$ cat src/rtl/npu_pkg.sv
// npu_pkg: shared widths, SEL codes, SSFR bit positions and FSM states for the NPU MNIST datapath.
package npu_pkg;
    localparam int DW    = 8;
    localparam int AW    = 20;
    localparam int SHIFT = 7;

    localparam logic [2:0] SEL_FIFO = 3'b000;
    localparam logic [2:0] SEL_PISO = 3'b001;
    localparam logic [2:0] SEL_COMP = 3'b010;

    localparam int SSFR_SEL_LO    = 13;
    localparam int COMP_EN_BIT    = 10;
    localparam int FIFO_EN_BIT    = 9;
    localparam int FIFO_RST_N_BIT = 8;
    localparam int COMP_RST_N_BIT = 7;
    localparam logic [15:0] SSFR_RST = 16'h2000;

    typedef enum logic [2:0] {IDLE, CFG, LOAD_W, COMPUTE, OUT} state_t;

    // Floor-scale the accumulator and clamp to a signed byte.
    function automatic logic [DW-1:0] sat8(input logic signed [AW-1:0] a);
        logic signed [AW-1:0] s;
        s = a >>> SHIFT;
        return (s > 20'sd127) ? 8'h7F : (s < -20'sd128) ? 8'h80 : s[DW-1:0];
    endfunction
endpackage

$ cat src/rtl/npu_out_fifo.sv
// npu_out_fifo: synchronous result FIFO; pushes on full and pops on empty are dropped.
module npu_out_fifo #(
    parameter int DEPTH = 8,
    parameter int W     = 8
) (
    input  logic         CLKEXT,
    input  logic         RST_GLO,
    input  logic         clr,
    input  logic         push,
    input  logic         pop,
    input  logic [W-1:0] din,
    output logic [W-1:0] dout,
    output logic         FULL,
    output logic         EMPTY
);
    localparam int PW = $clog2(DEPTH);

    logic [W-1:0]  mem [DEPTH];
    logic [PW-1:0] wp, rp;
    logic [PW:0]   cnt;
    logic          do_push, do_pop;

    assign do_push = push && !FULL;
    assign do_pop  = pop && !EMPTY;
    assign FULL    = cnt == (PW+1)'(DEPTH);
    assign EMPTY   = cnt == '0;

    always_ff @(posedge CLKEXT)
        if (do_push) mem[wp] <= din;

    always_ff @(posedge CLKEXT or negedge RST_GLO)
        if (!RST_GLO) begin
            wp   <= '0;
            rp   <= '0;
            cnt  <= '0;
            dout <= '0;
        end else if (clr) begin
            wp   <= '0;
            rp   <= '0;
            cnt  <= '0;
            dout <= '0;
        end else begin
            if (do_push) wp <= wp + PW'(1);
            if (do_pop) begin
                dout <= mem[rp];
                rp   <= rp + PW'(1);
            end
            cnt <= cnt + (PW+1)'(do_push) - (PW+1)'(do_pop);
        end
endmodule

$ cat src/rtl/npu_mnist_top.sv
// npu_mnist_top: SSFR, run FSM, 4-lane MAC and PISO/FIFO/argmax/debug output paths.
// Define NPU_AUTO_COMP_EN to build in the argmax comparator.
module npu_mnist_top
    import npu_pkg::*;
#(
    parameter int N_VEC      = 8,
    parameter int FIFO_DEPTH = 8
) (
    input  logic          CLKEXT,
    input  logic          RST_GLO,
    input  logic          EN_FSM,
    input  logic          EN_CONFIG,
    input  logic [DW-1:0] DA,
    input  logic [DW-1:0] DB,
    input  logic [DW-1:0] DC,
    input  logic [DW-1:0] DD,
    input  logic          RD_EN,
    input  logic          EN_PISO_DEB,
    input  logic          CLR_PISO_DEB,
    input  logic          SHIFT_DEB,
    input  logic          SEL_CON,
    output logic [DW-1:0] D_OUT,
    output logic          FULL,
    output logic          EMPTY
);
    localparam int CW = (N_VEC > 4) ? $clog2(N_VEC) : 2;

    state_t               state;
    logic [CW-1:0]        cnt;
    logic [2:0]           sel;
    logic                 fifo_en, fifo_rst_n, out_st;
    logic [DW-1:0]        din [4];
    logic signed [DW-1:0] w [4];
    logic signed [AW-1:0] acc [4];
    logic [DW-1:0]        r [4];
    logic [DW-1:0]        piso_q, fifo_q, comp_q, lane_r;
    logic [4*DW-1:0]      deb;

    assign din    = '{DA, DB, DC, DD};
    assign out_st = state == OUT;
    assign lane_r = r[cnt[1:0]];

    always_comb
        for (int i = 0; i < 4; i++) r[i] = sat8(acc[i]);

    always_ff @(posedge CLKEXT or negedge RST_GLO)
        if (!RST_GLO) begin
            state      <= IDLE;
            cnt        <= '0;
            sel        <= SSFR_RST[SSFR_SEL_LO +: 3];
            fifo_en    <= SSFR_RST[FIFO_EN_BIT];
            fifo_rst_n <= SSFR_RST[FIFO_RST_N_BIT];
            for (int i = 0; i < 4; i++) begin
                w[i]   <= '0;
                acc[i] <= '0;
            end
        end else begin
            case (state)
                IDLE:
                    if (EN_FSM) begin
                        state <= EN_CONFIG ? CFG : LOAD_W;
                        if (EN_CONFIG) begin
                            sel        <= DA[SSFR_SEL_LO-8 +: 3];
                            fifo_en    <= DA[FIFO_EN_BIT-8];
                            fifo_rst_n <= DA[FIFO_RST_N_BIT-8];
                        end
                    end
                CFG: state <= LOAD_W;
                LOAD_W: begin
                    for (int i = 0; i < 4; i++) begin
                        w[i]   <= din[i];
                        acc[i] <= '0;
                    end
                    cnt   <= '0;
                    state <= COMPUTE;
                end
                COMPUTE: begin
                    for (int i = 0; i < 4; i++)
                        acc[i] <= acc[i] + AW'(w[i]) * AW'($signed(din[i]));
                    cnt <= cnt + CW'(1);
                    if (cnt == CW'(N_VEC-1)) begin
                        cnt   <= '0;
                        state <= OUT;
                    end
                end
                OUT: begin
                    cnt <= cnt + CW'(1);
                    if (cnt == CW'(3)) begin
                        cnt   <= '0;
                        state <= IDLE;
                    end
                end
                default: state <= IDLE;
            endcase
        end

    npu_out_fifo #(.DEPTH(FIFO_DEPTH), .W(DW)) u_fifo (
        .CLKEXT (CLKEXT),
        .RST_GLO(RST_GLO),
        .clr    (!fifo_rst_n),
        .push   (out_st && fifo_en),
        .pop    (RD_EN),
        .din    (lane_r),
        .dout   (fifo_q),
        .FULL   (FULL),
        .EMPTY  (EMPTY)
    );

`ifdef NPU_AUTO_COMP_EN
    logic       comp_en, comp_rst_n, cfg_wr;
    logic [1:0] amax;

    assign cfg_wr = state == IDLE && EN_FSM && EN_CONFIG;

    // Strict greater-than keeps the lowest index on ties.
    always_comb begin
        int b;
        b = 0;
        for (int i = 1; i < 4; i++)
            if ($signed(r[i]) > $signed(r[b])) b = i;
        amax = 2'(b);
    end

    always_ff @(posedge CLKEXT or negedge RST_GLO)
        if (!RST_GLO) begin
            comp_en    <= SSFR_RST[COMP_EN_BIT];
            comp_rst_n <= SSFR_RST[COMP_RST_N_BIT];
            comp_q     <= '0;
        end else begin
            if (cfg_wr) begin
                comp_en    <= DA[COMP_EN_BIT-8];
                comp_rst_n <= DB[COMP_RST_N_BIT];
            end
            if (!comp_rst_n) comp_q <= '0;
            else if (comp_en && out_st && cnt == '0) comp_q <= {6'b0, amax};
        end
`else
    assign comp_q = '0;
`endif

    always_ff @(posedge CLKEXT or negedge RST_GLO)
        if (!RST_GLO) begin
            piso_q <= '0;
            deb    <= '0;
        end else begin
            piso_q <= out_st ? lane_r : '0;
            deb    <= CLR_PISO_DEB ? '0 :
                      EN_PISO_DEB  ? {r[0], r[1], r[2], r[3]} :
                      SHIFT_DEB    ? {deb[3*DW-1:0], DW'(0)} : deb;
        end

    always_comb
        D_OUT = !SEL_CON         ? deb[4*DW-1 -: DW] :
                sel == SEL_FIFO  ? fifo_q :
                sel == SEL_PISO  ? piso_q :
                sel == SEL_COMP  ? comp_q : '0;
endmodule

$ cat config.mk
export PLATFORM = sky130hd
export DESIGN_NAME = npu_mnist_top
export DESIGN_NICKNAME = d
export VERILOG_FILES = /design/src/rtl/npu_pkg.sv /design/src/rtl/npu_out_fifo.sv /design/src/rtl/npu_mnist_top.sv
export SDC_FILE = /design/constraint.sdc
export NUM_CORES = 1
export LEC_CHECK = 0
export CAP_MARGIN = 20
export CELL_PAD_IN_SITES_DETAIL_PLACEMENT = 0
export CELL_PAD_IN_SITES_GLOBAL_PLACEMENT = 1
export CORE_UTILIZATION = 52
export CTS_CLUSTER_DIAMETER = 200
export DETAILED_ROUTE_END_ITERATION = 7
export GPL_ROUTABILITY_DRIVEN = 1
export PLACE_DENSITY_LB_ADDON = 0.12
export SLEW_MARGIN = 15
export SYNTH_ARGS = -nofsm -noshare
export SYNTH_HDL_FRONTEND = slang
export SYNTH_SLANG_ARGS = --single-unit
$ cat constraint.sdc
create_clock -name CLKEXT -period 7.2 [get_ports CLKEXT]
set_input_delay 1.44 -clock CLKEXT [delete_from_list [all_inputs] [get_ports CLKEXT]]
set_output_delay 1.44 -clock CLKEXT [all_outputs]
set_load 0.02 [all_outputs]
; ---- Word level (Yosys, flattened, before mapping)
; Memories as Yosys holds them, arrays and structs flattened.
; Cells that the tools add are included.
; W data, S select, Z words.
[op_classes]
addsub = 9
n_mux = 36
n_reduce_logical = 13
n_bitwise = 1
n_mul = 4
eq_ne = 13
n_lt_le_gt_ge = 9
[ops]
columns = cell, count
row1 = $pmux W80 S2, 1
row2 = $mux W8, 16
row3 = $mux W32, 3
row4 = $add A20 B16 Y20, 4
row5 = $mul A8 B8 Y16, 4
row6 = $gt A13 B8 Y1 const B, 4
row7 = $lt A13 B8 Y1 const B, 4
row8 = $mux W3, 9
row9 = $bmux W8 S2, 1
row10 = $pmux W3 S5, 1
row11 = $add A3 B1 Y3 const B, 3
row12 = $eq A3 B2 Y1 const B, 3
row13 = $pmux W3 S3, 1
row14 = $eq A3 B1 Y1 const B, 2
row15 = $eq A3 B3 Y1 const B, 2
row16 = $logic_not A3 Y1, 2
row17 = $ne A2 B1 Y1 const B, 3
row18 = $reduce_and A3 Y1, 2
row19 = $reduce_bool A3 Y1, 2
row20 = $add A4 B1 Y4, 1
row21 = $eq A4 B4 Y1 const B, 1
row22 = $logic_not A4 Y1, 1
row23 = $mux W4, 1
row24 = $ne A2 B2 Y1 const B, 2
row25 = other kinds (8), 12
[word_totals]
out_inout_bits = 10
elab_cells = 105
register_bits = 181
mem_count = 1
ram_bits = 64
[memory_table]
columns = memory, words, word_bits, read_ports, rd_clocked_by_memory_dff, wr, line_no
row1 = u_fifo.mem, 8, 8, 1, 0, 1, npu_out_fifo.sv:18  ; logic [W-1:0] mem [DEPTH];

; ---- Logic depth before layout (Yosys ltp)
[logic_depth]
ltp_word = 7
ltp_mapped = 20
depth_no_buf = 19

; ---- Hierarchy
; From an unflattened synthesis, not the netlist that was laid out.
[hier_totals]
cells_unflattened = 2376
hier_area_um2 = 24668.7
[by_module_without_submodules]
columns = mod, instances, cells_each, seq_area_each_um2, area_each_um2
row1 = npu_mnist_top, 1, 2168, 4080.2, 21286.7
row2 = npu_out_fifo, 1, 208, 2372.3, 3382.0

; ---- Least setup slack after synthesis
; OpenSTA, ideal clock, no wires.
[synth_timing]
path_type = input -> register
startpoint = input port DB[0]
endpoint = register acc[58] in the netlist's numbering
path_slack_ps = 663
n_path_buf = 1
stages = 17
t_required_ps = 7071
arrival_ps = 6408
setup_ps = 129
cell_sequence = clkbuf_1 > and2_1 > inv_1 > fa_1 > inv_1 > fa_1 > fa_1 > fa_1 > fa_1 > ha_1 > a21o_1 > a21oi_1 > a21boi_2 > a311o_2 > a221oi_2 > or4b_1 > nand3_1
[synth_via]
elab_chain_cells = 3
[synth_lines]
columns = element, line_no
row1 = start: declaration, npu_mnist_top.sv:14  ; input logic [DW-1:0] DB,
row2 = $mul A8 B8 Y16, npu_mnist_top.sv:79  ; acc[i] <= acc[i] + AW'(w[i]) * AW'($signed(din[i]));
row3 = $add A20 B16 Y20, npu_mnist_top.sv:79
row4 = $pmux W80 S2, npu_mnist_top.sv:58  ; case (state)
row5 = end signal: indexed assignment, npu_mnist_top.sv:79
row6 = end: declaration, npu_mnist_top.sv:34  ; logic signed [AW-1:0] acc [4];
; No other way between the ends.
; A chain may end at the register's enable or synchronous reset.

; ---- Final worst setup path
[layout_timing]
startpoint = input port DA[0]
endpoint = register acc[78] in the netlist's numbering
[layout_via]
elab_chain_cells = 3
[layout_lines]
columns = element, line_no
row1 = start: declaration, npu_mnist_top.sv:13  ; input logic [DW-1:0] DA,
row2 = $mul A8 B8 Y16, npu_mnist_top.sv:79
row3 = $add A20 B16 Y20, npu_mnist_top.sv:79
row4 = $pmux W80 S2, npu_mnist_top.sv:58
; No other way between the ends.

==> summary.md <==
| Metric | Value |
|---|---|
| Run status | completed |
| Crit Path Class | input pin to flip-flop |
| Ports | 51 |
| Routed Antenna Nets | 0 |
| Crit-path most repeated cell | fa_1 |
| Number of flops mapped to enable cells by yosys | 64 |
| Die ar. | 0.04804 mm² |
| Post-Syn Area per Cell | 10.51 µm² |
| Share of layout cells above drive strength 1 | 0.06334 |
| #FFs+latches synth | 245 |
| Antenna violations before repair | 1 |
| Met2 wire len | 25460 µm |
| Clk sinks | 245 |
| CTS tree | yes |
| Worst hold path type | flip-flop to flip-flop |
| Largest stage delay on the critical path | 0.74 ns |
| Skew-Pair Late Insertion Delay | 0.59 ns |
| Initial Util | 0.5268 |
| Routed wire per std cell | 17.40 µm |
| Reg2Reg Depth | 14 |
| # fillers | 4034 |
| Post-CTS resize count | 0 |
| # setup viols final | 0 |
| Drt pass-1 iters | 5 |
| Critical Path RT | 7.67 ns |
| Via count of the routed design | 16.19k |
| Drt drc | 0 |
| Minimum setup slack among reg-to-reg paths | 1.85 ns |
| Final HPWL from detailed placement | 40580 µm |
| Global route overflow | 0 |
| Post-Syn Area | 0.02453 mm² |
| Final-report max-slew violation count | 0 |
| Final worst slack | 0.9602 ns |
| Final cell count without fillers | 2992 |
| Root buffer cell | clkbuf_16 |
| Worst Path Arrival | 6.71 ns |
| Highest metal used | met4 |
| Row cnt | 79 |
| Gpl congestion | 0.8142 |
| Dpl cells | 2933 |
| FMAX | 0.1603 GHz |
| Crit path max fanout | 12 |
| TNS Setup | 0 ns |
| Die width | 219.2 µm |
| Synthesis-to-finish area growth | 8.892% |
| Metal-1 WL | 23960 µm |
| Worst R2R Start | w[15] |
| Crit path cell chain | clkdlybuf4s50_1, and2_1, buf_4, fa_1, fa_1, fa_1, fa_1, ha_1, ha_1, a21o_1, a21oi_1, a21boi_2, a311o_2, a221oi_2, or4b_1, nand3_1 |
| Port Buffer Count | 50 |
| Max_cap viols | 0 |
| Final hold slack | 0.4761 ns |
| WHS Endpoint | acc[20] |
| Slew headroom | 0.2717 |
| Routed wl met3 | 1982 µm |
| Number of H-tree levels | 1 |
| CTS Hold Bufs | 0 |
| Syn nets | 2923 |
| Pre-CTS setup slack | 0.3519 ns |
| Final period util | 0.8666 |
| Die H | 219.2 µm |
| Critical path's slowest cell | clkdlybuf4s50_1 |
| Synthesis Warnings | 0 |
| Core Region | 0.04656 mm² |
| Min Tclk post-route | 6.240 ns |
| Ys flop type | dfrtp_1 |
| Worst r2r dst | acc[39] |
| CTS Buf Count | 30 |
| Hold Vio Cnt, Final | 0 |
| Unrepaired setup endpoints after global routing | no |
| Kind of start point of the critical path | input pin |
| # Post-CTS Setup Buffers | 0 |
| Unique masters post-synth | 63 |
| Gate count of the mapped netlist | 2333 |
| Seq/Total Area, Yosys | 0.2631 |
| Worst-margin pin slew | 1.092 ns |
| Clock transition at the registers of the reported paths | 0.06 ns |
| Ys async rst share | 0.7388 |
| 1st-iter DRT viols | 923 |
| Vias/cell | 5.410 |
| WHS Path Cells | 2 |
| Maximum clock path buffer count | 3 |
| Vias in the first global route | 17.24k |
| Pin count of the biggest net entering global routing | 86 |
| Clock skew | 0.01576 ns |
| Drt total wl | 52050 µm |
| CP Capture Type | flip-flop |
| Final net count | 2950 |
| Min-delay src | acc[20] |
| Gr usage total | 0.2343 |
| First-pass GRT wire length | 89150 µm |
layout by cell type (no fill, tap or decap), types with 17 or more instances in the layout:
cell	count
mux4_2	17
buf_4	18
o31ai_1	17
a21oi_1	74
ha_1	196
and2_1	136
nand3_1	32
clkbuf_16	30
nor2_1	104
a211oi_1	61
xor2_1	23
dfrtp_1	180
xnor2_1	58
o21ai_0	104
edfxtp_1	64
nand2_1	199
inv_1	380
mux2i_1	21
mux2_2	36
fa_1	353
clkdlybuf4s50_1	47
a21o_1	23
nor2b_1	36
how the worst max path moves through the flow:
stage	start	to	slack, ns
2_1_floorplan	DB[0]	acc[58]	0.66
3_3_place_gp	DA[0]	acc[78]	0.43
3_5_place_dp	DA[0]	acc[78]	0.35
4_1_cts	DA[0]	acc[78]	0.97
5_1_grt	DD[1]	acc[17]	0.64
6_report	DA[0]	acc[78]	0.96
cells in the mapped netlist, types with 4 or more instances:
library cell	instances	share of area
inv_1	380	0.058
fa_1	353	0.29
nand2_1	199	0.030
ha_1	196	0.10
dfrtp_1	180	0.18
and2_1	136	0.035
nor2_1	105	0.016
o21ai_0	104	0.021
a21oi_1	74	0.015
edfxtp_1	64	0.078
clkbuf_1	63	0.0096
a211oi_1	61	0.019
xnor2_1	58	0.021
nor2b_1	37	0.0094
mux2_2	36	0.017
nand3_1	32	0.0065
a21o_1	23	0.0070
xor2_1	23	0.0082
mux2i_1	21	0.0086
mux4_2	17	0.016
o31ai_1	17	0.0052
nand2b_1	12	0.0031
o21a_1	12	0.0037
o21bai_1	12	0.0037
nor3_1	11	0.0022
nor3b_1	11	0.0034
buf_1	10	0.0015
a22oi_1	8	0.0024
o211a_1	8	0.0033
nand4_1	7	0.0018
o41ai_1	5	0.0018
clkinv_1	4	0.00061
sequential cells by signal, indices dropped and copies added (netlist names):
register,flops
acc,80
cnt,3
deb,32
fifo_en,1
fifo_rst_n,1
piso_q,8
sel,3
state,3
u_fifo.cnt,4
u_fifo.dout,8
u_fifo.mem,64
u_fifo.rp,3
u_fifo.wp,3
w,32
metrics by stage:
step	instance area, µm²	utilization
after detailed placement	25680	0.5516
after CTS	26690	0.5733
after global placement	25650	0.5510
after floorplan	24530	-
after global routing	26700	0.5736
final	26710	0.5737
cell families (layout without fill, tap and decap cells):
family	after synthesis	count (layout)	synth area share
AO/OA/AOI/OAI	359	359	0.09601
other	0	1	0
flip-flops	245	245	0.2631
XOR/XNOR	81	81	0.02893
AND/OR/NAND/NOR	565	565	0.1126
buffers and inverters	460	511	0.07055
multiplexers	74	74	0.04071
adder cells (fa/ha/maj)	549	549	0.3881
critical path, delay by kind of cell:
kind / cells / cell delay (ns)
AO/OA/AOI/OAI: 5 / 1.22
adder cells (fa/ha/maj): 6 / 2.59
buffers and inverters: 2 / 1.00
AND/OR/NAND/NOR: 3 / 0.44
per-layer routing:
metal / GRT usage / vias up
met3: 0.02675 / 47
met1: 0.3261 / 8285
met5: 0 / -
met2: 0.4001 / 240
li1: - / 7616
met4: 0.03981 / 0
cell type report:
class | count | area, µm² | area share
multi-input combinational | 1628 | 16370 | 0.6130
sequential | 245 | 6452 | 0.2416
inverter | 384 | 1441 | 0.05397
clock buffer | 35 | 779.5 | 0.02919
tap | 607 | 759.5 | 0.02844
timing repair buffer | 71 | 669.4 | 0.02506
clock inverter | 21 | 231.5 | 0.008667
antenna | 1 | 2.502 | 0.00009370
Power is not shown: default switching activity piles up to over one toggle a cycle in this logic, so the estimate is an artifact.
==> patch 1: new RTL, config.mk and constraints unchanged <==
The 5 states of `state_t` get a one-hot encoding in 5 bits.
--- a/src/rtl/npu_pkg.sv
+++ b/src/rtl/npu_pkg.sv
@@ -15,7 +15,7 @@
     localparam int COMP_RST_N_BIT = 7;
     localparam logic [15:0] SSFR_RST = 16'h2000;
 
-    typedef enum logic [2:0] {IDLE, CFG, LOAD_W, COMPUTE, OUT} state_t;
+    typedef enum logic [4:0] {IDLE = 5'b00001, CFG = 5'b00010, LOAD_W = 5'b00100, COMPUTE = 5'b01000, OUT = 5'b10000} state_t;
 
     // Floor-scale the accumulator and clamp to a signed byte.
     function automatic logic [DW-1:0] sat8(input logic signed [AW-1:0] a);
Formal check against the unedited RTL: same outputs for any inputs over 4 cycles, from zero or initial values and one cycle with RST_GLO low; so few cycles prove little.
==> patch 1 against the unedited design <==
- wire length decreased by 2.1%
- cell count decreased by 0.60%
- synthesized cell count fell by 0.77%
- synthesized area is 0.19% lower
- sequential cell count grew 2
- setup slack worse by 110 ps
- fmax down 1.7%
- clock skew grew 12 ps
- design area fell by 0.55%
Power is not shown: default switching activity piles up to over one toggle a cycle in this logic, so the estimate is an artifact.
==> patch 1: results (changes against the unedited design) <==
clock_tree:
  cts_buffers: 29  # was 30
  clk_latency_ps: 570  # was 590 ps
logic_synthesis:
  async_flop_share_pct: 74.09  # was 73.88%
  ys_top_cells_by_count: "inv_1 (372), fa_1 (353), ha_1 (196)"  # was inv_1 (380), fa_1 (353), nand2_1 (199)
  synth.distinct_cells: 64  # was 63
  synthAdderAreaFrac_pct: 38.89  # was 38.81%
  synth-compound-area-share_pct: 9.492  # was 9.601%
  synth.area.top_cells: "fa_1 (29%), dfrtp_1 (19%), ha_1 (10%)"  # was fa_1 (29%), dfrtp_1 (18%), ha_1 (10%)
timing:
  clock_skew_ps: 27.35  # was 15.76 ps
  worstMarginPinSlew_ps: 1099  # was 1092 ps
route:
  first_iter_violations: 815  # was 923
  dr_wl_met3_um: 1477  # was 1982 um
  wl_met1_um: 24860  # was 23960 um
  via_count: 15970  # was 16190
  drt-total-wl_um: 50930  # was 52050 um
placed_design:
  gp_congestion: 0.8332  # was 0.8142
  placed_area_um2: 25630  # was 25680 um2
setup_path:
  cp.arrival_ps: 6760  # was 6710 ps
  rr_startpoint: "w[31]$_DFFE_PN0P_"  # was w[15]$_DFFE_PN0P_
  worst_r2r_path_depth: 15  # was 14
global_route:
  antenna_found_initial: 0  # was 1
  grt_usage_pct: 22.84  # was 23.43%
  use_met1_pct: 34.02  # was 32.61%
  first_global_vias: 16710  # was 17240
  grt_max_degree: 84  # was 86
  use_met2_pct: 36.61  # was 40.01%
  grtUsageMet3_pct: 2.079  # was 2.675%
status:
  status: "completed"  # unchanged
worst_hold_path:
  holdPathEnd: "acc[45]$_DFFE_PN0P_"  # was acc[20]$_DFFE_PN0P_
  hold_start: "acc[45]$_DFFE_PN0P_"  # was acc[20]$_DFFE_PN0P_
cells_and_area:
  finalNetCount: 2935  # was 2950
-- patch 1: layout make-up --
class / count / area, um2 / share of cell area (%)
multi-input combinational: 1615 / 16270 / 61.27
timing repair buffer: 76 / 681.9 / 2.567
sequential: 247 / 6505 / 24.49
inverter: 376 / 1411 / 5.314
clock buffer: 32 / 737.0 / 2.775
tap: 607 / 759.5 / 2.859
clock inverter: 21 / 191.4 / 0.7207
-- patch 1: worst max path at each step --
stage | slack [ps] | to | from | depth (start not counted)
after floorplan | 720 | acc[16]$_DFFE_PN0P_ | DD[0] | 17
after global placement | 400 | acc[59]$_DFFE_PN0P_ | DB[0] | 16
after detailed placement | 330 | acc[59]$_DFFE_PN0P_ | DB[0] | 16
after CTS | 890 | acc[59]$_DFFE_PN0P_ | DB[0] | 16
after global routing | 510 | acc[59]$_DFFE_PN0P_ | DB[0] | 16
final | 850 | acc[59]$_DFFE_PN0P_ | DB[0] | 16
-- patch 1: critical path, stage by stage --
cell	delay, ps
clkdlybuf4s50_1	660
and2_1	200
buf_4	260
fa_1	480
fa_1	500
fa_1	560
fa_1	410
ha_1	290
ha_1	340
a2111oi_0	390
o21ai_0	230
a211oi_1	430
o21ai_0	170
a21oi_1	190
xnor2_1	130
o21ai_1	70
-- patch 1: metrics by stage --
| stage | hold WS, ps | cells | setup WS (ps) | util, % |
|---|---|---|---|---|
| floorplan | 449.8 | 2315 | 719.4 | - |
| finish | 483.2 | 2974 | 850.1 | 57.17 |
| CTS | 490.0 | 2974 | 890.9 | 57.17 |
| detailed placement | 475.0 | 2921 | 328.8 | 55.17 |
| global placement | 467.9 | 2918 | 395.7 | 55.14 |
| global route | 511.3 | 2974 | 511.7 | 57.17 |
==> patch 2: new RTL, same flow settings <==
Made on the original files. Change the parameter `FIFO_DEPTH` from 8 to 32.
--- a/src/rtl/npu_mnist_top.sv
+++ b/src/rtl/npu_mnist_top.sv
@@ -4,7 +4,7 @@
     import npu_pkg::*;
 #(
     parameter int N_VEC      = 8,
-    parameter int FIFO_DEPTH = 8
+    parameter int FIFO_DEPTH = 32
 ) (
     input  logic          CLKEXT,
     input  logic          RST_GLO,
Function: no difference found for any inputs over 4 cycles, from zero or initial values and one cycle with RST_GLO low; that may be too few to reach the edited logic, so the function may still have changed.
==> patch 2 against the unedited design <==
- wire length grew 32%
- die area increased by 31%
- sequential cell count grew 198
- first-iteration DRC count up 28%
- setup slack worse by 52 ps
- critical path depth unchanged
- synthesized area up 32%
- design area increased by 33%
- synthesized cell count is 16% higher
- critical endpoint is now acc[79]$_DFFE_PN0P_
- global-route usage decreased by 0.36 points
Power is left out: the tool's default activity adds up to more than one toggle a clock period on the data nets, which glitch-free logic cannot reach.
==> patch 2: results (changes against the unedited design) <==
cells_and_area:
  finalNetCount: 3336  # was 2950
  reg_top3: "u_fifo.mem x256, acc x80"  # was acc x80, u_fifo.mem x64
  drive_above_1_share_pct: 7.737  # was 6.334%
  stdcell_area_um2: 35390  # was 26710 um2
  fill_cells: 5124  # was 4034
setup_path:
  rr_startpoint: "w[7]$_DFFE_PN0P_"  # was w[15]$_DFFE_PN0P_
  rr_endpoint: "acc[16]$_DFFE_PN0P_"  # was acc[39]$_DFFE_PN0P_
  crit_end: "acc[79]$_DFFE_PN0P_"  # was acc[78]$_DFFE_PN0P_
  max_stage_delay_ps: 680  # was 740 ps
  worst_r2r_path_depth: 16  # was 14
global_route:
  grt_pass1_wl_um: 114300  # was 89150 um
  antenna_found_initial: 2  # was 1
  use_met1_pct: 33.30  # was 32.61%
route:
  dr_wl_met3_um: 3075  # was 1982 um
  via_per_inst: 5.440  # was 5.410
  top_layer: "met5"  # was met4
  wl_per_cell_um: 19.04  # was 17.40 um
  wl_met1_um: 31580  # was 23960 um
logic_synthesis:
  synth.distinct_cells: 59  # was 63
  async_flop_share_pct: 42.21  # was 73.88%
  ys_seq_area_share_pct: 38.27  # was 26.31%
placed_design:
  dpl_worst_slack_ps: 289.9  # was 351.9 ps
  placed_area_um2: 33720  # was 25680 um2
timing:
  fmax_mhz: 158.9  # was 160.3 MHz
  relSlewSlack_pct: 31.96  # was 27.17%
  hold_ws_ps: 480.5  # was 476.1 ps
clock_tree:
  htreeDepth: 2  # was 1
status:
  status: "completed"  # unchanged
worst_hold_path:
  holdPathEnd: "acc[60]$_DFFE_PN0P_"  # was acc[20]$_DFFE_PN0P_
[patch 2: cell types whose count changed after synthesis, sizes merged, moves of 11 or more]
cell,delta
xnor2,-11
edfxtp,+192
a21o,-13
mux4,+64
nor2,+30
o21ai,+16
a21oi,+33
[patch 2: cell type report]
| cell class | instances | area share (%) |
|---|---|---|
| Multi-Input combinational cell | 1784 | 51.35 |
| Sequential cell | 443 | 34.97 |
| Inverter | 381 | 4.041 |
| Clock buffer | 62 | 3.631 |
| Tap cell | 837 | 2.959 |
| Timing Repair Buffer | 82 | 2.181 |
| Clock inverter | 27 | 0.8662 |
| Antenna cell | 1 | 0.007071 |
[patch 2: cells by family after synthesis]
kind of cell	share of synthesized area, %
compound gates	7.262
simple gates	9.473
fa+ha+maj	29.68
xor+xnor	2.114
mux	7.549
flops	38.27
buf+inv	5.652
[patch 2: worst min-delay path: stages, from the launching register on]
cell     delay, ps
dfrtp_1        350
nand2_1         50
nand2_1         50
